**src/rtl/ttl_74165_sync.sv**
```systemverilog
// 74165-style parallel-in / serial-out shift register, BLOCKS independent lanes of WIDTH stages.
// Each lane loads a word synchronously and shifts it out MSB-first on Q.
module ttl_74165_sync #(
    parameter int BLOCKS     = 2,
    parameter int WIDTH      = 8,
    parameter int DELAY_RISE = 0,
    parameter int DELAY_FALL = 0
) (
    input  logic                      Clk,
    input  logic                      Reset,
    input  logic [BLOCKS-1:0]         Load_bar,
    input  logic [BLOCKS-1:0]         Clk_inhibit,
    input  logic [BLOCKS-1:0]         DS,
    input  logic [BLOCKS*WIDTH-1:0]   D_2D,
    output logic [BLOCKS-1:0]         Q,
    output logic [BLOCKS-1:0]         Q_bar,
    output logic [BLOCKS*WIDTH-1:0]   Q_2D
);

    // Output delays only describe the behavioural model; the hardware updates at the edge.
    if (WIDTH < 2 || DELAY_RISE < 0 || DELAY_FALL < 0) begin : g_param_check
        $error("ttl_74165_sync: WIDTH must be >= 2 and delays non-negative");
    end

    logic [WIDTH-1:0]  d_s      [BLOCKS];
    logic [WIDTH-1:0]  s_next_s [BLOCKS];
    logic [WIDTH-1:0]  s_r      [BLOCKS];
    logic [BLOCKS-1:0] q_bar_r;

    // Split the packed parallel bus into one word per lane.
    always_comb begin
        for (int b = 0; b < BLOCKS; b++) begin
            d_s[b] = D_2D[b*WIDTH +: WIDTH];
        end
    end

    // Per-lane next state: load beats inhibit, inhibit beats shift.
    always_comb begin
        for (int b = 0; b < BLOCKS; b++) begin
            s_next_s[b] = s_r[b];
            if (!Load_bar[b]) begin
                s_next_s[b] = d_s[b];
            end else if (Clk_inhibit[b]) begin
                s_next_s[b] = s_r[b];
            end else begin
                s_next_s[b] = {s_r[b][WIDTH-2:0], DS[b]};
            end
        end
    end

    // Stage registers; the complement output is kept as its own flop so it is registered too.
    always_ff @(posedge Clk) begin
        if (Reset) begin
            for (int b = 0; b < BLOCKS; b++) begin
                s_r[b] <= '0;
            end
            q_bar_r <= '1;
        end else begin
            for (int b = 0; b < BLOCKS; b++) begin
                s_r[b]     <= s_next_s[b];
                q_bar_r[b] <= ~s_next_s[b][WIDTH-1];
            end
        end
    end

    // Drive the serial and packed outputs straight from the stage flops.
    always_comb begin
        Q    = '0;
        Q_2D = '0;
        for (int b = 0; b < BLOCKS; b++) begin
            Q[b]                  = s_r[b][WIDTH-1];
            Q_2D[b*WIDTH +: WIDTH] = s_r[b];
        end
    end

    assign Q_bar = q_bar_r;

endmodule

```
**config.mk**
```make
export PLATFORM = sky130hd
export DESIGN_NAME = ttl_74165_sync
export DESIGN_NICKNAME = d
export VERILOG_FILES = /design/src/rtl/ttl_74165_sync.sv
export SDC_FILE = /design/constraint.sdc
export NUM_CORES = 1
export LEC_CHECK = 0
export CAP_MARGIN = 0
export CORE_MARGIN = 5
export CORE_UTILIZATION = 40
export CTS_CLUSTER_DIAMETER = 40
export DETAILED_ROUTE_END_ITERATION = 6
export PLACE_DENSITY = 0.86
export SLEW_MARGIN = 20
export SYNTH_ARGS = -nofsm -noshare
export SYNTH_HDL_FRONTEND = slang
export SYNTH_SLANG_ARGS = --single-unit
```
**constraint.sdc**
```tcl
create_clock -name Clk -period 2.2 [get_ports Clk]
set_input_delay 0.55 -clock Clk [delete_from_list [all_inputs] [get_ports Clk]]
set_output_delay 0.55 -clock Clk [all_outputs]
set_load 0.02 [all_outputs]
```
==> Yosys cells after proc, flatten, opt, wreduce, memory -nomap -nowiden <==
Memories as Yosys holds them, arrays and structs flattened.
Cells that the tools add are included.
Widths: inputs -> output; s select.
{ "totals": {"input_bits": 24, "output_inout_bits": 20, "memories": 1, "regBits": 2, "ramBits": 16, "wordCells": 15} }
{ "op_classes": {"n_bitwise": 4, "n_mux": 9} }
{ "mem_list": {"columns": ["memory", "words", "width", "read_ports", "rd_ports_with_merged_regs", "wr", "line_no", "text"], "rows": [
  ["s_r", 2, 8, 2, 0, 2, "27", "logic [WIDTH-1:0] s_r [BLOCKS];"]
]} }
{ "ops": {"columns": ["op", "count"], "rows": [
  ["$mux 8", 6],
  ["$mux 1", 3],
  ["$not 1->1", 2],
  ["$or 1x1->1", 2]
]} }

==> Depth between registers and ports, before layout <==
Gate-level depths: netlist (run 1).
{ "depth": {"depth_word": 3, "mapped_depth": 4, "ltp_nobuf": 2} }

==> Worst setup path before layout (run 1) <==
No wires, ideal clock.
{ "synth_path": {"path_type": "in2reg", "from": "in Clk_inhibit[0]", "to": "reg q_bar_r[0], in the netlist Q_bar[0]", "n_path_buf": 1, "required_ns": 2.080, "arrival_ns": 1.083, "path_stages": 3, "setup_slack_ns": 0.998, "path_cell_list": "buf_6 -> mux2i_1 -> a211o_1"} }
{ "synth_between": {"elab_chain_cells": 3} }
{ "synth_lines": {"columns": ["item", "line_no", "text"], "rows": [
  ["from (decl)", "12", "input logic [BLOCKS-1:0] Clk_inhibit,"],
  ["$mux 8", "43", "end else if (Clk_inhibit[b]) begin"],
  ["$mux 8", "41", "if (!Load_bar[b]) begin"],
  ["$not 1->1", "61", "q_bar_r[b] <= ~s_next_s[b][WIDTH-1];"],
  ["to (signal, indexed assignment)", "61", null],
  ["to (decl)", "28", "logic [BLOCKS-1:0] q_bar_r;"]
]} }
No other way between the ends.
A chain may end at the register's enable or synchronous reset.

==> qor.yml, run 1 <==
outcome: "finished, final reports clean"
critPathLaunchType: "register"
busiest_layer: "met2"
drtAntennaViolNets: 0
tns_ns: 0
wl_per_cell_um: 13.1
wl_um: 1870
setup_viol: 0
portBuffers: 43
vias: 701
cp-end-kind: "output port"
holdPathEnd: "s_r[0][13]"
drc: 0
ir_worst_vdd_uv: 331
viasPerCell: 4.90
htreeDepth: 1
pwr-share-comb_pct: 25.7
r2r-end: "Q_bar[0]"
synth-simple-area-share_pct: 7.55
final_util_pct: 63.8
synth_top_family_by_area: "multiplexers"
synth-compound-area-share_pct: 17.3
die_area_um2: 2980
synth_top_cell_area_share_pct: 45.3
grt_pass1_vias: 700
synth_area_um2: 796
crit_chain: "clkdlybuf4s50_1"
clk_pin_slew_ns: 0.09
antenna_found_initial: 0
rrSetupSlack_ns: 1.32
critical-path-top-delay-family: "buffers and inverters"
slowest_delay_ns: 0.62
die_width_um: 54.6
p_leak_nw: 0.487
yosysWarnings: 0
drt_iter0_markers: 2
r2r-start: "s_r[0][6]"
post-cts-setup-buffers: 0
synth_mux_area_share_pct: 20.1
tightestPinTransition_ns: 0.645
first_pass_iters: 4
syn_inst: 78
p_sw_share_pct: 25.9
pin_count: 44
diodes: 0
grt_pass1_wl_um: 2980
ys_seq_elements: 18
hpwlAfterDp_um: 1490
crit_buf_inv: 1
grt_overflow: 0
required_ns: 1.65
cts_buffer_depth: 2
grtUsageMet3_pct: 5.18
slew_headroom_pct: 56.9
cts_resized: 0
synth-xor-area-share_pct: 0
finalMaxSlewViolations: 0
cp.arrival_ns: 1.29
cp_max_fo: 3
yosysUniqueCellTypes: 8
grt_max_degree: 19
routabilityCongestion: 0.701
power_frac_seq_pct: 48.7
whs_path_depth: 2
synth_fa_ha_area_share_pct: 0
switching_power_mw: 0.196
drive_above_1_share_pct: 4.31
initial_core_util_pct: 41.4
nets: 141
power.density_nw_per_um2: 616
skew_ns: 0.000493
crit_type: "register to output port"
areaGrowthSynthToFinish_pct: 54.1
cpMaxStageDelayCell: "clkdlybuf4s50_1"
period_minus_slack_ns: 1.84
cts.sinks: 18
coreArea_um2: 1920
max_freq_ghz: 0.544
hold_viol_final: 0
rsz0062_at_grt: "no"
ys_seq_area_share_pct: 45.3
max-cap-violations: 0
numCtsBuffers: 3
cts_root_buf: "clkbuf_4"
min_from: "s_r[0][12]"
r2r_cells: 2
clock_power_share_pct: 25.6
syn_avg_cell_area_um2: 10.2
postCtsHoldBufs: 0
ys_top_cells_by_area: "dfxtp_1 (45%), mux2i_1 (20%), a211oi_1 (15%)"
clock_latency_ns: 0.28
min_path_type: "register to register"
yosys.area.top_type: "dfxtp_1"
syn_nets: 102
fin_crit_sh_pct: 83.6
die_y_um: 54.6
grtUsageTotal_pct: 13.5
holdWs_ns: 0.575
grt_util_met1_pct: 16.4
rows: 16
intPower_mw: 0.559
cts_tree: "done"
use_met2_pct: 21.5
power by group through the flow:
stage               clock network [mW]  registers, mW  logic (mW)
finish                           0.193          0.368       0.194
global route                     0.221          0.371       0.208
CTS                              0.201          0.368       0.196
detailed placement                   0          0.375       0.195
global placement                     0          0.374       0.192
floorplan                            0          0.403      0.0730
sequential cells by signal (all words and copies together), names as in the netlist:
| signal | flops |
|---|---|
| Q_bar | 2 |
| s_r | 16 |
area by class of cell:
| type | instances | area [um^2] |
|---|---|---|
| multi-input cells | 50 | 358 |
| well taps | 27 | 33.8 |
| fillers | 168 | 696 |
| flip-flops and latches | 18 | 360 |
| clock buffers | 4 | 36.3 |
| repair buffers | 44 | 438 |
stage by stage:
| stage | cells | worst slack (ns) | power [mW] | area [um^2] |
|---|---|---|---|---|
| after floorplan | 78 | 0.998 | 0.476 | 796 |
| after global placement | 139 | 0.339 | 0.567 | 1190 |
| after detailed placement | 139 | 0.297 | 0.570 | 1190 |
| after CTS | 143 | 0.349 | 0.765 | 1230 |
| after global routing | 143 | 0.288 | 0.800 | 1230 |
| final | 143 | 0.362 | 0.755 | 1230 |
metal layers:
| layer | vias to the layer above | share of wire (%) |
|---|---|---|
| li1 | 354 | - |
| met1 | 312 | 45 |
| met2 | 35 | 44 |
| met3 | 0 | 11 |
| met4 | 0 | 0 |
| met5 | - | 0 |
worst max path at each step:
stage,startpoint,end,slack [ns],cells past startpoint
floorplan,Clk_inhibit[0],Q_bar[0],1.0,3
global placement,Clk_inhibit[0],Q_bar[0],0.34,3
detailed placement,Clk_inhibit[0],Q_bar[0],0.30,3
CTS,s_r[0][4],Q_2D[4],0.35,1
global route,s_r[0][4],Q_2D[4],0.29,1
finish,s_r[0][4],Q_2D[4],0.36,1
logic make-up (layout without fill, tap and decap cells):
logic type | after synthesis | count (layout)
buf+inv | 10 | 48
mux | 16 | 16
flops | 18 | 18
compound gates | 18 | 18
simple gates | 16 | 16
cells in the final DEF, fill, tap and decap left out:
cell type        Yosys  routed
clkbuf_8             0       1
a211oi_1            16      16
buf_4                6       1
a211o_1              2       2
nor2_1              16      16
mux2i_1             16      16
clkdlybuf4s50_1      0      43
clkbuf_4             0       3
dfxtp_1             18      18
cell usage after synthesis, drive strengths merged:
master	n
a211o	2
a211oi	16
buf	10
dfxtp	18
mux2i	16
nor2	16
Power figures use the tool's default switching activity.
==> inputs of run 2 (changes only) <==
Settings changed: CORE_UTILIZATION 40 to 33, PLACE_DENSITY 0.86 to 0.76.
Clock period 2.2 ns to 1.6 ns, I/O delays scaled along.
==> run 2 against run 1 <==
Net effect:
- register-to-register slack got worse by 0.59 ns
- setup slack worse by 0.18 ns
- global-route usage down 1.3 points
- via count increased by 4.6%
- critical path depth stayed put
- worst hold slack worse by 0.00072 ns
- non-clock buffer count up 6
- power is 38% higher
- routed wire length is 5.9% higher
- clock power increased by 42%
- sequential share of layout area is 1.1 points lower
- final area increased by 3.8%
- critical endpoint is now Q_2D[5]
- largest cell class unchanged
==> qor.yml, run 2 (synthesized netlist as in run 1, its figures left out) <==
drive_above_1_share_pct: 9.02
crit_buf_inv: 1
p_leak_nw: 0.582
rrSetupSlack_ns: 0.73
final_cells: 150
slowest_delay_ns: 0.37
clock_latency_ns: 0.29
tns_ns: 0
grt_pass1_wl_um: 3320
pin_count: 44
htreeDepth: 1
rsz0062_at_grt: "no"
max-cap-violations: 0
cp.arrival_ns: 1.02
cts_root_buf: "clkbuf_4"
die_width_um: 59.1
cp-end-kind: "output port"
viasPerCell: 4.89
r2r-end: "Q_bar[0]"
preCtsSetupSlack_ns: 0.0133
slew_headroom_pct: 86.1
regMostFlops: "s_r"
skew_ns: 0.00241
hold_viol_final: 0
wl_per_cell_um: 13.2
nets: 147
pwr-share-comb_pct: 25.0
finalMaxSlewViolations: 0
die_area_um2: 3490
outcome: "finished, final reports clean"
cts.sinks: 18
cts_buffer_depth: 2
postCtsHoldBufs: 0
layout_commonest_cell: "clkdlybuf4s50_1"
crit_end: "Q_2D[5]"
die_y_um: 59.1
numCtsBuffers: 3
ir_worst_vdd_uv: 488
setup_slack_ns: 0.184
critical-path-top-delay-family: "flip-flops"
drc: 0
grt_overflow: 0
cp_max_fo: 3
power.density_nw_per_um2: 817
cts_tree: "done"
initial_core_util_pct: 35.3
diodes: 0
required_ns: 1.20
cp.depth: 1
first_pass_iters: 4
final_cell_mix: "clkdlybuf4s50_1 (23), dlygate4sd2_1 (20), dfxtp_1 (18)"
dp_cells: 146
crit_chain: "dlygate4sd2_1"
drtAntennaViolNets: 0
power_frac_seq_pct: 48.5
critPathLaunchType: "register"
clk_pin_slew_ns: 0.10
wl_um: 1980
min_path_type: "register to register"
grtUsageTotal_pct: 12.2
p_sw_share_pct: 27.0
grt_max_degree: 19
intPower_mw: 0.759
coreArea_um2: 2250
whs_path_depth: 2
rows: 17
drt_iter0_markers: 14
switching_power_mw: 0.281
placed_area_um2: 1260
antenna_found_initial: 0
r2r_cells: 2
fin_crit_sh_pct: 88.5
period_minus_slack_ns: 1.42
vias: 733
largest_register_ffs: 16
r2r-start: "s_r[0][6]"
power_mw: 1.04
setup_viol: 0
areaGrowthSynthToFinish_pct: 59.9
clock_power_share_pct: 26.5
routabilityCongestion: 0.740
finish.instance_area_um2: 1270
grt_pass1_vias: 751
startpoint: "s_r[0][5]"
cpMaxStageDelayCell: "dfxtp_1"
crit_type: "register to output port"
portBuffers: 43
tightestPinTransition_ns: 0.203
max_freq_ghz: 0.706
[run 2: cell types whose count changed in the layout (fill, tap and decap cells not counted)]
cell and change:
buf_12 +2, buf_4 +4, clkdlybuf4s50_1 -20, dlygate4sd2_1 +20
[run 2: worst min-delay path by stage]
stage,slack [ns],to,from
finish,0.57,s_r[0][2],s_r[0][1]
CTS,0.58,s_r[0][2],s_r[0][1]
global route,0.61,s_r[0][13],s_r[0][13]
detailed placement,0.57,s_r[0][13],s_r[0][12]
floorplan,0.57,s_r[0][0],D_2D[0]
global placement,0.55,s_r[0][1],s_r[0][0]
[run 2: area by class of cell]
cell class              count  area, um^2
well taps                  28        35.0
multi-input cells          50         358
flip-flops and latches     18         360
repair buffers             50         483
fillers                   232         982
clock buffers               4        36.3
[run 2: metal layers]
layer	global-route usage, %	wire (um)	vias to the layer above
li1	-	-	364
met1	14.5	879	326
met2	19.9	861	41
met3	3.92	222	2
met4	5.83	15	0
met5	0	0	-
[run 2: timing repair]
action	in CTS	in global routing
gates resized for setup	20	0
buffers inserted	0	0
setup endpoints to repair	20	0
[run 2: through the flow]
stage	utilization, %	hold slack [ns]
detailed placement	55.9	0.565
global placement	55.9	0.552
CTS	56.4	0.584
finish	56.4	0.574
global route	56.4	0.607
floorplan	-	0.572
[run 2: power groups by stage]
stage / Combinational (mW) / Clock [mW] / Sequential [mW]
floorplan: 0.100 / 0 / 0.554
global placement: 0.283 / 0 / 0.515
detailed placement: 0.288 / 0 / 0.516
CTS: 0.264 / 0.287 / 0.505
global route: 0.281 / 0.306 / 0.509
finish: 0.260 / 0.275 / 0.504
[run 2: worst register-to-register path: cells and delay by family, from the launching register on]
kind	cells	cell delay [ns]
muxes	1	0.10
AOI/OAI and AO/OA	1	0.30
DFF	1	0.37
==> inputs of run 3 (changes only) <==
Settings changed: GPL_TIMING_DRIVEN set to 1.
==> results of run 3 <==
The final DEF is identical to that of run 2; final timing and power are the same.
